==> src/rtl/alu_pkg.sv <==
// Shared definitions for the ALU issue stage: ALU operation codes,
// RV32I opcode/funct constants and the issue record layout.
package alu_pkg;

    localparam int ALU_OP_W = 4;
    localparam int ALU_XLEN = 32;

    // ALU operation codes
    localparam logic [ALU_OP_W-1:0] OP_AND = 4'b0000;
    localparam logic [ALU_OP_W-1:0] OP_OR  = 4'b0001;
    localparam logic [ALU_OP_W-1:0] OP_ADD = 4'b0010;
    localparam logic [ALU_OP_W-1:0] OP_XOR = 4'b0011;
    localparam logic [ALU_OP_W-1:0] OP_SUB = 4'b0110;
    localparam logic [ALU_OP_W-1:0] OP_EQ  = 4'b1000;
    localparam logic [ALU_OP_W-1:0] OP_SLT = 4'b1100;
    localparam logic [ALU_OP_W-1:0] OP_SLL = 4'b1101;
    localparam logic [ALU_OP_W-1:0] OP_SRL = 4'b1110;
    localparam logic [ALU_OP_W-1:0] OP_SRA = 4'b1111;

    // RV32I major opcodes
    localparam logic [6:0] OPC_OP     = 7'b0110011;
    localparam logic [6:0] OPC_OP_IMM = 7'b0010011;
    localparam logic [6:0] OPC_BRANCH = 7'b1100011;

    // funct3 values
    localparam logic [2:0] F3_ADD_SUB = 3'b000;
    localparam logic [2:0] F3_SLL     = 3'b001;
    localparam logic [2:0] F3_SLT     = 3'b010;
    localparam logic [2:0] F3_XOR     = 3'b100;
    localparam logic [2:0] F3_SR      = 3'b101;
    localparam logic [2:0] F3_OR      = 3'b110;
    localparam logic [2:0] F3_AND     = 3'b111;
    localparam logic [2:0] F3_BEQ     = 3'b000;

    // funct7 values
    localparam logic [6:0] F7_BASE = 7'b0000000;
    localparam logic [6:0] F7_ALT  = 7'b0100000;

    // Issue record at the default 32-bit datapath width
    typedef struct packed {
        logic [ALU_XLEN-1:0] SrcA;
        logic [ALU_XLEN-1:0] SrcB;
        logic [ALU_OP_W-1:0] Operation;
        logic [4:0]          rd;
        logic                illegal;
    } alu_issue_t;

endpackage

==> src/rtl/alu_op_decode.sv <==
// Combinational RV32I decode into ALU operands and operation code.
// Optional feature: define ALU_ISSUE_SHIFT_EN to decode SLLI/SRLI/SRAI;
// without it those encodings are reported as illegal.
module alu_op_decode
    import alu_pkg::*;
#(
    parameter int DATA_WIDTH    = 32,
    parameter int OPCODE_LENGTH = 4
) (
    input  logic [31:0]              instr,
    input  logic [DATA_WIDTH-1:0]    rs1_data,
    input  logic [DATA_WIDTH-1:0]    rs2_data,
    output logic [DATA_WIDTH-1:0]    srca,
    output logic [DATA_WIDTH-1:0]    srcb,
    output logic [OPCODE_LENGTH-1:0] operation,
    output logic [4:0]               rd,
    output logic                     illegal
);

    logic [6:0]                   opcode;
    logic [2:0]                   funct3;
    logic [6:0]                   funct7;
    logic signed [11:0]           imm_s;
    logic signed [DATA_WIDTH-1:0] imm_ext;
    logic [ALU_OP_W-1:0]          op;
    logic [DATA_WIDTH-1:0]        a;
    logic [DATA_WIDTH-1:0]        b;
    logic                         ill;
    // Register indices are resolved upstream; rs1 field is not needed here
    logic                         unused_rs1_idx;

    assign opcode         = instr[6:0];
    assign funct3         = instr[14:12];
    assign funct7         = instr[31:25];
    assign imm_s          = instr[31:20];
    assign imm_ext        = DATA_WIDTH'(imm_s);
    assign rd             = instr[11:7];
    assign unused_rs1_idx = ^instr[19:15];

`ifdef ALU_ISSUE_SHIFT_EN
    logic [DATA_WIDTH-1:0] shamt_ext;
    assign shamt_ext = DATA_WIDTH'(instr[24:20]);
`endif

    // p0: decode opcode/funct fields into operation and operand selection
    always_comb begin
        op  = OP_AND;
        a   = rs1_data;
        b   = rs2_data;
        ill = 1'b0;
        case (opcode)
            OPC_OP: begin
                if (funct3 == F3_ADD_SUB && funct7 == F7_ALT) begin
                    op = OP_SUB;
                end else if (funct7 != F7_BASE) begin
                    ill = 1'b1;
                end else begin
                    case (funct3)
                        F3_ADD_SUB: op  = OP_ADD;
                        F3_AND:     op  = OP_AND;
                        F3_OR:      op  = OP_OR;
                        F3_XOR:     op  = OP_XOR;
                        F3_SLT:     op  = OP_SLT;
                        default:    ill = 1'b1;
                    endcase
                end
            end
            OPC_OP_IMM: begin
                b = imm_ext;
                case (funct3)
                    F3_ADD_SUB: op = OP_ADD;
                    F3_AND:     op = OP_AND;
                    F3_OR:      op = OP_OR;
                    F3_XOR:     op = OP_XOR;
                    F3_SLT:     op = OP_SLT;
`ifdef ALU_ISSUE_SHIFT_EN
                    F3_SLL: begin
                        b = shamt_ext;
                        if (funct7 == F7_BASE) op = OP_SLL;
                        else                   ill = 1'b1;
                    end
                    F3_SR: begin
                        b = shamt_ext;
                        if (funct7 == F7_BASE)     op = OP_SRL;
                        else if (funct7 == F7_ALT) op = OP_SRA;
                        else                       ill = 1'b1;
                    end
`endif
                    default: ill = 1'b1;
                endcase
            end
            OPC_BRANCH: begin
                if (funct3 == F3_BEQ) op  = OP_EQ;
                else                  ill = 1'b1;
            end
            default: ill = 1'b1;
        endcase
        // Undecodable instructions travel on with neutral operands
        if (ill) begin
            op = OP_AND;
            a  = '0;
            b  = '0;
        end
    end

    assign srca      = a;
    assign srcb      = b;
    assign operation = OPCODE_LENGTH'(op);
    assign illegal   = ill;

endmodule

==> src/rtl/alu_issue_stage.sv <==
// ALU issue stage: decodes an RV32I instruction and buffers the result in a
// main output register backed by one skid register (valid/ready on both
// sides, registered in_ready). Counts accepted illegal instructions.
// Optional feature: ALU_ISSUE_SHIFT_EN enables immediate shift decode.
module alu_issue_stage
    import alu_pkg::*;
#(
    parameter int DATA_WIDTH    = 32,
    parameter int OPCODE_LENGTH = 4,
    parameter int CNT_WIDTH     = 16
) (
    input  logic                     clk,
    input  logic                     reset,
    input  logic                     in_valid,
    output logic                     in_ready,
    input  logic [31:0]              instr,
    input  logic [DATA_WIDTH-1:0]    rs1_data,
    input  logic [DATA_WIDTH-1:0]    rs2_data,
    output logic                     out_valid,
    input  logic                     out_ready,
    output logic [DATA_WIDTH-1:0]    SrcA,
    output logic [DATA_WIDTH-1:0]    SrcB,
    output logic [OPCODE_LENGTH-1:0] Operation,
    output logic [4:0]               rd,
    output logic                     illegal,
    output logic [CNT_WIDTH-1:0]     illegal_cnt
);

    typedef enum logic [1:0] {EMPTY, ONE, FULL} state_t;

    typedef struct packed {
        logic [DATA_WIDTH-1:0]    srca;
        logic [DATA_WIDTH-1:0]    srcb;
        logic [OPCODE_LENGTH-1:0] op;
        logic [4:0]               rd;
        logic                     ill;
    } entry_t;

    entry_t dec_p0;
    entry_t main_p1;
    entry_t skid_p1;
    state_t state;
    logic   vld_p1;
    logic   rdy_p1;
    logic   in_xfer;
    logic   out_xfer;

    // p0: combinational decode of the incoming instruction
    alu_op_decode #(
        .DATA_WIDTH    (DATA_WIDTH),
        .OPCODE_LENGTH (OPCODE_LENGTH)
    ) u_decode (
        .instr     (instr),
        .rs1_data  (rs1_data),
        .rs2_data  (rs2_data),
        .srca      (dec_p0.srca),
        .srcb      (dec_p0.srcb),
        .operation (dec_p0.op),
        .rd        (dec_p0.rd),
        .illegal   (dec_p0.ill)
    );

    assign in_xfer  = in_valid & rdy_p1;
    assign out_xfer = vld_p1 & out_ready;

    // p1: main/skid buffering FSM with registered handshakes and counter
    always_ff @(posedge clk) begin
        if (reset) begin
            state       <= EMPTY;
            vld_p1      <= 1'b0;
            rdy_p1      <= 1'b1;
            illegal_cnt <= '0;
            main_p1     <= '0;
            skid_p1     <= '0;
        end else begin
            if (in_xfer && dec_p0.ill && (illegal_cnt != '1)) begin
                illegal_cnt <= illegal_cnt + CNT_WIDTH'(1);
            end
            case (state)
                EMPTY: begin
                    if (in_xfer) begin
                        main_p1 <= dec_p0;
                        vld_p1  <= 1'b1;
                        state   <= ONE;
                    end
                end
                ONE: begin
                    if (in_xfer && !out_xfer) begin
                        skid_p1 <= dec_p0;
                        rdy_p1  <= 1'b0;
                        state   <= FULL;
                    end else if (!in_xfer && out_xfer) begin
                        vld_p1  <= 1'b0;
                        state   <= EMPTY;
                    end else if (in_xfer && out_xfer) begin
                        main_p1 <= dec_p0;
                    end
                end
                FULL: begin
                    // in_ready is low here, so only the drain side can move
                    if (out_xfer) begin
                        main_p1 <= skid_p1;
                        rdy_p1  <= 1'b1;
                        state   <= ONE;
                    end
                end
                default: begin
                    vld_p1 <= 1'b0;
                    rdy_p1 <= 1'b1;
                    state  <= EMPTY;
                end
            endcase
        end
    end

    assign in_ready  = rdy_p1;
    assign out_valid = vld_p1;
    assign SrcA      = main_p1.srca;
    assign SrcB      = main_p1.srcb;
    assign Operation = main_p1.op;
    assign rd        = main_p1.rd;
    assign illegal   = main_p1.ill;

endmodule
==> config.mk <==
export PLATFORM = sky130hd
export DESIGN_NAME = alu_issue_stage
export DESIGN_NICKNAME = d
export VERILOG_FILES = /design/src/rtl/alu_pkg.sv /design/src/rtl/alu_op_decode.sv /design/src/rtl/alu_issue_stage.sv
export SDC_FILE = /design/constraint.sdc
export NUM_CORES = 1
export LEC_CHECK = 0
export ABC_AREA = 1
export BUFFER_PORTS_ARGS = -buffer_cell sky130_fd_sc_hd__buf_2
export CAP_MARGIN = 15
export CORE_MARGIN = 4
export CORE_UTILIZATION = 49
export DETAILED_ROUTE_END_ITERATION = 6
export PLACE_DENSITY = 0.82
export SLEW_MARGIN = 25
export SYNTH_ARGS = -nofsm -noshare
export SYNTH_HDL_FRONTEND = slang
export SYNTH_SLANG_ARGS = --single-unit
==> constraint.sdc <==
create_clock -name clk -period 1.7 [get_ports clk]
set_input_delay 0.34 -clock clk [delete_from_list [all_inputs] [get_ports clk]]
set_output_delay 0.34 -clock clk [all_outputs]
set_load 0.1 [all_outputs]
# Word-level counts from Yosys, hierarchy flattened
# Cells that the tools add are included.
op_classes:
  add_sub_neg: 1
  multipliers: 0
  div_mod_pow: 0
  order_cmp: 0
  n_eq_ne: 19
  shifts: 0
  mux: 32
  bitwise_logic: 4
  reduce_logical: 18
ops:
  columns: ["cell", "n"]
  rows:
  - ["$mux W74", 5]
  - ["$pmux W74 S3", 1]
  - ["$mux W32", 3]
  - ["$add A16 B1 Y16 const B", 1]
  - ["$mux W4", 4]
  - ["$ne A16 B16 Y1 const B", 1]
  - ["$pmux W4 S4", 1]
  - ["$eq A7 B6 Y1 const B", 2]
  - ["$ne A2 B2 Y1 const B", 7]
  - ["$pmux W4 S3", 1]
  - ["$eq A3 B3 Y1 const B", 3]
  - ["$mux W1", 9]
  - ["$pmux W1 S3", 3]
  - ["$mux W2", 4]
  - ["$eq A7 B5 Y1 const B", 1]
  - ["$eq A7 B7 Y1 const B", 1]
  - ["$reduce_bool A7 Y1", 1]
  - ["$logic_and A1 B1 Y1", 6]
  - ["$pmux W2 S3", 1]
  - ["$reduce_and A3 Y1", 2]
  - ["$reduce_and A6 Y1", 1]
  - ["$reduce_or A5 Y1", 1]
  - ["$reduce_and A4 Y1", 1]
  - ["$eq A3 B2 Y1 const B", 1]
  - ["other kinds (10)", 13]
totals:
  ff_bits: 168
  latch_bits: 0
  ramBits: 0
  mem_bits_ro: 0
  input_bits: 100
  out_inout_bits: 92
  elab_cells: 88
  n_memories: 0

# Depth between registers and ports, before layout
depth:
  ltp_word: 11
  ltp_mapped: 12
  depth_no_buf: 11

# Hierarchy
# A second synthesis with hierarchy kept.
unflattened:
  hier_cells: 1286
  area_unflattened_um2: 8777.2
modules_own_cells:
  columns: ["module", "n_inst", "cells_each", "area_per_inst_um2", "seq_area_each_um2"]
  rows:
  - ["alu_issue_stage", 1, 1016, 7280.7, 3363.2]
  - ["alu_op_decode", 1, 270, 1496.4, 0.0]

# Least setup slack after synthesis
# OpenSTA, ideal clock, no wires.
synth_timing:
  path_kind: "register to register"
  start: "reg illegal_cnt[0]"
  end: "reg illegal_cnt[13]"
  setup_time_ns: 0.144
  arrival_time_ns: 2.323
  required_time_ns: 1.556
  slack_ns: -0.767
  stages_incl_launch_ff: 10
  path_buffers: 1
  period_less_slack_ns: 2.467
  cell_sequence: "dfxtp_1 > ha_1 > nand2_1 > nor2_2 > nand3b_1 > o21ai_2 > inv_2 > buf_2 > nand3_1 > a21oi_1"
synth_between:
  elab_chain_cells: 2
  elab_cells_between_ends: 3
  classes_between: "1 x add/sub; 1 x eq/ne; 1 x reduce/logical"
synth_lines:
  columns: ["element", "line_no", "rtl"]
  rows:
  - ["start, declared", "alu_issue_stage.sv:26", "output logic [CNT_WIDTH-1:0] illegal_cnt"]
  - ["start signal, assigned", "alu_issue_stage.sv:77", "illegal_cnt <= illegal_cnt + CNT_WIDTH'(1);"]
  - ["branches (longest 2 deep; another with $add A16 B1 Y16)", null, null]
# Several ways; the timed one is not identified.
# A chain may end at the register's enable or synchronous reset.

# Worst setup path in the final report
layout_timing:
  start: "reg rdy_p1 (netlist: in_ready)"
  end: "reg main_p1, in the netlist SrcA[12]"
layout_between:
  elab_chain_cells: 5
  elab_cells_between_ends: 10
  classes_between: "4 x eq/ne; 1 x bitwise; 5 x reduce/logical"
layout_lines:
  columns: ["element", "line_no", "rtl"]
  rows:
  - ["start, declared", "alu_issue_stage.sv:44", "logic rdy_p1;"]
  - ["start signal, assigned", "alu_issue_stage.sv:71", "rdy_p1 <= 1'b1;"]
  - ["start signal, assigned", "alu_issue_stage.sv:90", "rdy_p1 <= 1'b0;"]
  - ["start signal, assigned", "alu_issue_stage.sv:103", "rdy_p1 <= 1'b1;"]
  - ["$and A1 B1 Y1 (*)", "alu_issue_stage.sv:63", "assign in_xfer = in_valid & rdy_p1;"]
  - ["$logic_not A1 Y1", "alu_issue_stage.sv:92", "end else if (!in_xfer && out_xfer) begin"]
  - ["$logic_and A1 B1 Y1", "alu_issue_stage.sv:92", null]
  - ["$ne A2 B2 Y1 (no source line)", null, null]
  - ["$reduce_and A6 Y1 (no source line) (*)", null, null]
  - ["end signal, assigned", "alu_issue_stage.sv:82", "main_p1 <= dec_p0;"]
  - ["end signal, assigned", "alu_issue_stage.sv:96", "main_p1 <= dec_p0;"]
  - ["end signal, assigned", "alu_issue_stage.sv:102", "main_p1 <= skid_p1;"]
  - ["end, declared", "alu_issue_stage.sv:40", "entry_t main_p1;"]
# Every way passes the cells marked *; elsewhere a longest branch is shown, timed or not.

==> impl_results.md <==
- Crit-path slowest cell: dfxtp_4
- Crit path largest cell delay: 360 ps
- Final net count: 1350
- Final hold vios: 0
- Hold Crit Class: in2reg
- Drt pass-1 iters: 5
- Maxcap violations: 0
- Clk Latency, worst-skew pair: 430 ps
- Yosys top cell area share: between 40% and 50%
- Num CTS Buffers: 17
- Clock Power Share: 29.1%
- Psw: approximately 5.6 mW
- CTS tree: done
- Sw frac: 43.3%
- Actual slew at the worst max-slew pin: 540 ps
- Hold path depth: 3
- Share of layout cells above drive strength 1: 38.1%
- Maximum VDD drop: 0.000934 V
- H-tree levels: 4
- Max FO, Critical Path: 21
- DP HPWL: approximately 16 mm
- Die area: 0.0192 sq mm
- Slew headroom: 64.2%
- Diode count: 0
- Final period utilization: 97.5%
- Row cnt: 47
- Initial antenna violation count: 1
- Antenna-violating nets left: 0
- Seq/Total Area, Yosys: 40.4%
- Area of the core: 0.0166 sq mm
- Pwr/cell area: 1230 mW/mm^2
- Mapped cell area: roughly 0.0083 sq mm
- Max Root-Sink Buffers: 2
- RSZ-0062 raised after global routing: true
- Fmax: 603 MHz
- R2R cell count: 10
- WP data required: between 2000 and 2500 ps
- DR iter-0 viols: 767
- Post-DP Area: 0.00988 sq mm
- Vias in the first global route: 7896
- Slew Viols, Final: 0
- Syn nets: 1172
- WL per Instance: 16.3 microns
- EDFF count, synth: 0
- CP endpoint kind: flip-flop
- Prevailing post-synth register cell: dfxtp_1
- Final wirelength: 24.2 mm
- Global route overflow: 0
- Ports: 192
- Crit path cell chain: nand2_4 -> inv_4 -> ha_4 -> inv_2 -> nand4_1 -> nand2_2 -> nand2_4 -> buf_4 -> a21oi_1 -> a21oi_1
- Vias: 8321
- Synth area leaders: dfxtp_1 (40%), a21oi_1 (9.1%), o21ai_0 (8.5%)
- Root Buffer: clkbuf_16
- Initial Util: 50.1%
- Internal: 7.38 mW
- # setup viols final: 0
- Via/cell ratio: around 5.6
- Post-synthesis async set-or-reset flop share: 0%
- Clock sink total: 168
- Crit Path Category: reg2reg
- Sequential power share: 35.9%
- Commonest cells after routing, fill and taps aside: buf_2 (186), a21oi_1 (152), dfxtp_1 (149)
- Clock Skews: a little under 10 ps
- Power Total: approximately 13 mW
- CP startpoint kind: flip-flop
- First-pass GRT wire length: about 39 mm
- Warning count from the yosys run: 0
- Number of port buffers: 186
- Die Y-Extent: 138 microns
- Placer Congestion: slightly below 0.9
- Design area: 0.0106 sq mm
- Static leakage: 4.36 nW
- Tot GR Track Use: 23.9%
- Syn-to-layout area delta: 27.0%
- Most common cell after layout, fill and taps aside: buf_2
- Chip Width: 138 microns
- Synth Instances: between 1000 and 1500
- Arr. time, crit path: roughly 2000 ps
- Comb pwr share: 35.0%
- Clock transition at the registers of the reported paths: 70 ps
- DR DRC count: 0
- Synth cell types: 41
- Avg Cell Area, Syn: between 7 and 8 sq um
- Fin crit period: 1660 ps
- Largest area contributor in the netlist: dfxtp_1
- Yosys reg bits: 168
- Largest net degree at the start of global routing: 65
- Run status: finished clean
==> path summary, 6_finish.rpt <==
check,from,to,slack [ps]
hold / removal,instr[11],skid_p1[5],160
hold reg to reg,skid_p1[1],rd[0],480
setup / recovery,in_ready,SrcA[12],40
setup reg to reg,in_ready,SrcA[12],40
==> synthesized netlist by cell type, types with 6 or more instances <==
master / instances
nand4_1: 68
nand3_2: 10
buf_2: 25
a21oi_1: 152
nand2_2: 64
a21oi_2: 68
inv_2: 6
buf_12: 7
o21ai_0: 141
inv_1: 29
o21ai_1: 8
xor2_1: 7
nor2_1: 30
dfxtp_1: 168
clkbuf_1: 48
nand3_1: 37
nand2_1: 143
buf_1: 9
==> layer usage <==
metal  GRT usage, %  share of wire, %
met5              0             0.054
met3           5.21               7.1
met4           7.49               1.5
met2           39.0                48
met1           31.8                43
==> worst max-delay path, delay by kind of cell, from the launching register on <==
kind	cells	cell delay, ps
AND/OR/NAND/NOR	4	410
flip-flops	1	360
buffers and inverters	3	360
AO/OA/AOI/OAI	2	260
adder cells (fa/ha/maj)	1	150
==> cells by family (layout without fill, tap and decap cells) <==
| group | count (synthesis) | in the layout | synth area share, % |
|---|---|---|---|
| XOR/XNOR | 12 | 12 | 1.26 |
| AND/OR/NAND/NOR | 368 | 369 | 22.9 |
| adder cells (fa/ha/maj) | 4 | 4 | 0.601 |
| AO/OA/AOI/OAI | 384 | 384 | 26.6 |
| buffers and inverters | 132 | 322 | 8.27 |
| flip-flops | 168 | 168 | 40.4 |
==> flip-flops by register name (all words and copies together) (netlist names) <==
register	flops
Operation	4
SrcA	32
SrcB	32
illegal	1
illegal_cnt	16
in_ready	1
out_valid	1
rd	5
skid_p1	74
state	2
==> power groups by stage <==
stage / clock, mW / combinational (mW) / sequential, mW
final: 3.79 / 4.56 / 4.67
after global routing: 4.00 / 4.81 / 4.72
after CTS: 3.83 / 4.46 / 4.66
after detailed placement: 0 / 4.44 / 4.74
after global placement: 0 / 4.41 / 4.72
after floorplan: 0 / 1.29 / 6.89
==> through the flow <==
| stage | util, % | worst slack [ps] | cells | setup TNS [ps] | hold WS (ps) |
|---|---|---|---|---|---|
| finish | 63.6 | 42.9 | 1479 | 0 | 157 |
| global route | 63.6 | -27.7 | 1479 | -213 | 154 |
| detailed placement | 59.4 | -108 | 1437 | -5770 | 471 |
| floorplan | - | -33.8 | 1068 | -1220 | 456 |
| global placement | 59.4 | -47.2 | 1437 | -2510 | 463 |
| CTS | 62.8 | 43.3 | 1469 | 0 | 143 |
==> area by class of cell <==
class	instances	area (sq um)
well taps	220	275
flip-flops and latches	168	3420
fillers	1403	6060
clock buffers	17	425
clock inverters	15	148
multi-input cells	769	4380
repair buffers	251	1750
repair inverters	1	5.00
inverters	38	180
==> timing repair <==
action,4_1_cts,5_1_grt
gates resized for setup,0,28
buffers inserted,0,7
setup endpoints to repair,0,84
hold buffers,0,0
No activity file was read; power rests on OpenSTA's default activity.
